## src/rtl/pipe_skid_reg_pkg.sv

```systemverilog
// Shared definitions for the two-entry skid pipeline register: state encodings,
// main-register load selector and the NOP word used as the reset payload.
package pipe_skid_reg_pkg;

    typedef enum logic [1:0] {
        PSKID_EMPTY = 2'd0,
        PSKID_BUSY  = 2'd1,
        PSKID_FULL  = 2'd2
    } pskid_state_t;

    typedef enum logic [1:0] {
        MAIN_HOLD = 2'd0,
        MAIN_IN   = 2'd1,
        MAIN_SKID = 2'd2
    } main_sel_t;

    localparam logic [31:0] PSKID_NOP = 32'h0000_0013;

endpackage

```

## src/rtl/pipe_skid_reg.sv

```systemverilog
// Handshaked pipeline register with a one-word skid so in_ready is a flop.
// Optional synchronous flush port is enabled by defining PIPE_SKID_FLUSH_EN.
module pipe_skid_reg
    import pipe_skid_reg_pkg::*;
#(
    parameter int DW = 32
) (
    input  logic          clk,
    input  logic          rst,
    input  logic [DW-1:0] set_data,
    input  logic          in_valid,
    output logic          in_ready,
    input  logic [DW-1:0] in_data,
    output logic          out_valid,
    input  logic          out_ready,
    output logic [DW-1:0] out_data
`ifdef PIPE_SKID_FLUSH_EN
    ,
    input  logic          flush
`endif
);

    pskid_state_t  state_q;
    pskid_state_t  state_d;
    main_sel_t     main_sel;
    logic          skid_load;
    logic          in_ready_q;
    logic [DW-1:0] main_q;
    logic [DW-1:0] skid_q;
    logic          in_fire;
    logic          out_fire;

    assign out_valid = (state_q == PSKID_BUSY) || (state_q == PSKID_FULL);
    assign in_ready  = in_ready_q;
    assign out_data  = main_q;
    assign in_fire   = in_valid && in_ready_q;
    assign out_fire  = out_valid && out_ready;

    // NOTE: every output of this block gets a default first so no path leaves it unassigned (no latches).
    always_comb begin
        state_d   = state_q;
        main_sel  = MAIN_HOLD;
        skid_load = 1'b0;
        case (state_q)
            PSKID_EMPTY: begin
                if (in_fire) begin
                    main_sel = MAIN_IN;
                    state_d  = PSKID_BUSY;
                end
            end
            PSKID_BUSY: begin
                if (in_fire && out_fire) begin
                    main_sel = MAIN_IN;
                end else if (in_fire) begin
                    skid_load = 1'b1;
                    state_d   = PSKID_FULL;
                end else if (out_fire) begin
                    state_d = PSKID_EMPTY;
                end
            end
            PSKID_FULL: begin
                // in_ready is low here, so only the downstream side can move.
                if (out_fire) begin
                    main_sel = MAIN_SKID;
                    state_d  = PSKID_BUSY;
                end
            end
            default: state_d = PSKID_EMPTY;
        endcase
    end

    // NOTE: sequential state uses non-blocking assignments so all flops update from pre-edge values.
    always_ff @(posedge clk) begin
        if (rst) begin
            state_q    <= PSKID_EMPTY;
            in_ready_q <= 1'b1;
            main_q     <= set_data;
            skid_q     <= set_data;
`ifdef PIPE_SKID_FLUSH_EN
        end else if (flush) begin
            state_q    <= PSKID_EMPTY;
            in_ready_q <= 1'b1;
            main_q     <= set_data;
`endif
        end else begin
            state_q    <= state_d;
            in_ready_q <= (state_d != PSKID_FULL);
            case (main_sel)
                MAIN_IN:   main_q <= in_data;
                MAIN_SKID: main_q <= skid_q;
                default:   main_q <= main_q;
            endcase
            if (skid_load) begin
                skid_q <= in_data;
            end
        end
    end

endmodule

```

## config.mk

```make
export PLATFORM = sky130hd
export DESIGN_NAME = pipe_skid_reg
export DESIGN_NICKNAME = d
export VERILOG_FILES = /design/src/rtl/pipe_skid_reg_pkg.sv /design/src/rtl/pipe_skid_reg.sv
export SDC_FILE = /design/constraint.sdc
export NUM_CORES = 1
export LEC_CHECK = 0
export BUFFER_PORTS_ARGS = -buffer_cell sky130_fd_sc_hd__buf_2
export CAP_MARGIN = 15
export CORE_UTILIZATION = 25
export CTS_CLUSTER_DIAMETER = 100
export DETAILED_ROUTE_END_ITERATION = 8
export PLACE_DENSITY = 0.46
export SYNTH_ARGS = -nofsm -noshare
export SYNTH_HDL_FRONTEND = slang
export SYNTH_SLANG_ARGS = --single-unit
```

## constraint.sdc

```tcl
create_clock -name clk -period 2.5 [get_ports clk]
set_input_delay 0 -clock clk [delete_from_list [all_inputs] [get_ports clk]]
set_output_delay 0 -clock clk [all_outputs]
set_load 0.01 [all_outputs]
```

==> impl_metrics.json <==
{
  "outcome": "completed",
  "cts_buffer_depth": 2,
  "multi_input_area_sq_mm": 0.00111,
  "grt_max_degree": 65,
  "nFillCells": 1234,
  "max_freq_mhz": 441,
  "grt_pass1_vias": 2644,
  "syn-num-nets": 343,
  "post-dp-hpwl_um": 4820,
  "die_h_um": 115,
  "ys_warn_count": 0,
  "path_class": "flop to flop",
  "syn_to_final_growth_pct": 54.1,
  "wirelength_um": 7860,
  "core-area_sq_mm": 0.0122,
  "drt_iter0_drc": 135,
  "via_per_inst": 4.30,
  "rows": 40,
  "ant_nets": 0,
  "firstDrtPassIters": 4,
  "ys_seq_area_share_pct": 62.0,
  "power.total_mw": 3.09,
  "ir_drop_uv": 260,
  "root_buffer": "clkbuf_16",
  "worst_setup_path_startpoint": "state_q[0]",
  "reg2reg_from": "state_q[0]",
  "clkTransAtPathRegs_ns": 0.06,
  "grt_pass1_wl_um": 12700,
  "p_per_area_mw_per_mm2": 628,
  "ys_types": 26,
  "cp_cell_sequence": "inv_1, ha_1, a31oi_1, o311a_2, or3_2, buf_4",
  "drive_above_1_share_pct": 28.0,
  "reg2reg_slack_ns": 0.23,
  "slowest_delay_ns": 0.47,
  "die-area_sq_mm": 0.0132,
  "p_leak_nw": 2.02,
  "wl_per_cell_um": 12.7,
  "cts.htree.levels": 3,
  "cp.arrival_ns": 2.33,
  "crit_path_end_kind": "flop",
  "antenna_found_initial": 0,
  "synthesis.area_sq_mm": 0.00320,
  "max_slew.worst_pin.slew_ns": 0.699,
  "finalNetCount": 520,
  "tns_ns": 0,
  "synth_area_per_cell_sq_um": 11.8,
  "cts_tree": "done",
  "startpoint_type": "flop",
  "final.setup_skew_ns": 0.00621,
  "cp_max_fo": 16,
  "final_hold_viol_count": 0,
  "numCtsBuffers": 9,
  "worstSetupEndpoint": "out_data[2]",
  "max_slew_margin_pct": 53.4,
  "start_util_pct": 26.2,
  "reg2reg_to": "out_data[2]",
  "gp_congestion": 0.753,
  "finalMaxSlewViolations": 0,
  "cts.sinks": 67,
  "setup_viol": 0,
  "rsz0062_at_grt": "no",
  "clk_latency_ns": 0.33,
  "grt.overflow.total": 0,
  "netlist_instances": 271,
  "drv_cap": 0,
  "track_usage_pct": 12.6,
  "ff2ff_path_depth": 6,
  "min_path_type": "input pin to flop",
  "n_antenna_cell": 0,
  "die_w_um": 115,
  "ios": 102,
  "seq_area_sq_mm": 0.00198,
  "via_count": 2671,
  "min_period_over_period_pct": 90.7,
  "final_util_pct": 40.3,
  "fin_crit_ns": 2.27,
  "drcViolationCount": 0,
  "synth_seq_cells": 67,
  "crit_slowest_cell": "or3_2",
  "required_ns": 2.56,
  "portBuffers": 101
}
-- per-layer routing --
metal  up-vias  GRT usage (%)  routed length (um)
li1       1350              -                   -
met1      1239           16.5                3890
met2        72           19.6                3450
met3        10           3.58                 403
met4         0           5.19                 116
met5         -              0                   0
-- cell usage in the layout, fill, tap and decap left out --
cell type,instances
or3_2,1
a31oi_1,1
buf_2,101
nand2b_1,32
clkinv_2,4
a311oi_1,1
buf_4,4
a22oi_1,1
nand2_2,1
buf_12,2
maj3_1,1
nand3b_1,32
and2_1,1
nor3_1,1
clkbuf_16,9
inv_1,2
a41o_2,1
ha_1,4
edfxtp_1,64
a2111oi_0,1
o22ai_1,1
nor2_1,1
inv_6,1
xnor2_1,1
dlygate4sd3_1,77
o311a_2,1
a21boi_0,2
clkinvlp_4,2
dfxtp_1,3
nand2_1,68
o211ai_1,32
-- repair_timing --
action,CTS,global route
buffers inserted,0,0
hold buffers,77,0
setup endpoints to repair,0,0
resized for setup,0,0
hold endpoints to repair,50,0
-- final cells by class --
type | instances | share of cell area, %
sequential | 67 | 40.3
timing repair buffer | 184 | 27.3
multi-input combinational | 184 | 22.5
clock buffer | 9 | 4.57
tap | 168 | 4.27
clock inverter | 7 | 0.889
inverter | 2 | 0.152
-- sequential cells by signal (all words and copies together) (netlist names) --
| name | cells |
|---|---|
| out_data | 32 |
| in_ready | 1 |
| state_q | 2 |
| skid_q | 32 |
-- power breakdown --
group          internal, mW  leakage, nW  total (mW)  switching [mW]
sequential             1.39        0.673        1.43          0.0379
clock                 0.666        0.131        1.12           0.458
combinational         0.272         1.21       0.537           0.265
-- cell families (layout without fill, tap and decap cells) --
family,after synthesis,count (layout),share of synthesized area [%]
buffers and inverters,20,202,3.41
XOR/XNOR,1,1,0.274
flip-flops,67,67,62.0
AND/OR/NAND/NOR,137,137,22.6
adder cells (fa/ha/maj),5,5,1.88
AO/OA/AOI/OAI,41,41,9.79
-- worst max-delay path: cells and delay by family, from the launching register on --
| kind | cells | cell delay (ns) |
|---|---|---|
| DFF | 1 | 0.37 |
| AOI/OAI and AO/OA | 2 | 0.48 |
| and+or+nand+nor | 1 | 0.47 |
| buffers and inverters | 2 | 0.33 |
| adders and majority gates | 1 | 0.34 |
-- worst min path at each step --
stage,startpoint,to,cells past startpoint
after floorplan,set_data[31],skid_q[31],2
after global placement,in_data[17],skid_q[17],3
after detailed placement,in_data[6],skid_q[6],3
after CTS,set_data[23],out_data[23],3
after global routing,set_data[23],out_data[23],3
final,set_data[23],out_data[23],3
-- stage by stage --
stage	cells	cell area, sq um	hold slack [ns]	worst slack (ns)
after floorplan	271	3200	0.198	0.0810
after global placement	528	3880	0.289	0.282
after detailed placement	528	3880	0.302	0.234
after CTS	621	4920	0.0000622	0.222
after global routing	621	4920	0.00874	0.100
final	621	4920	0.000829	0.232
-- cells in the mapped netlist (all sizes together) --
master | number | area (sq um)
xnor2 | 1 | 8.76
nand2b | 32 | 200
maj3 | 1 | 10.0
a21boi | 2 | 15.0
nor3 | 1 | 5.00
o211ai | 32 | 240
a22oi | 1 | 7.51
dfxtp | 3 | 60.1
nor2 | 1 | 3.75
clkbuf | 11 | 41.3
buf | 7 | 60.1
a41o | 1 | 10.0
a31oi | 1 | 6.26
a2111oi | 1 | 8.76
nand2 | 69 | 262
inv | 2 | 7.51
and2 | 1 | 6.26
ha | 4 | 50.1
o311a | 1 | 10.0
edfxtp | 64 | 1920
nand3b | 32 | 240
a311oi | 1 | 8.76
o22ai | 1 | 6.26
or3 | 1 | 6.26
Note: power is estimated with default switching activity, not from simulation.
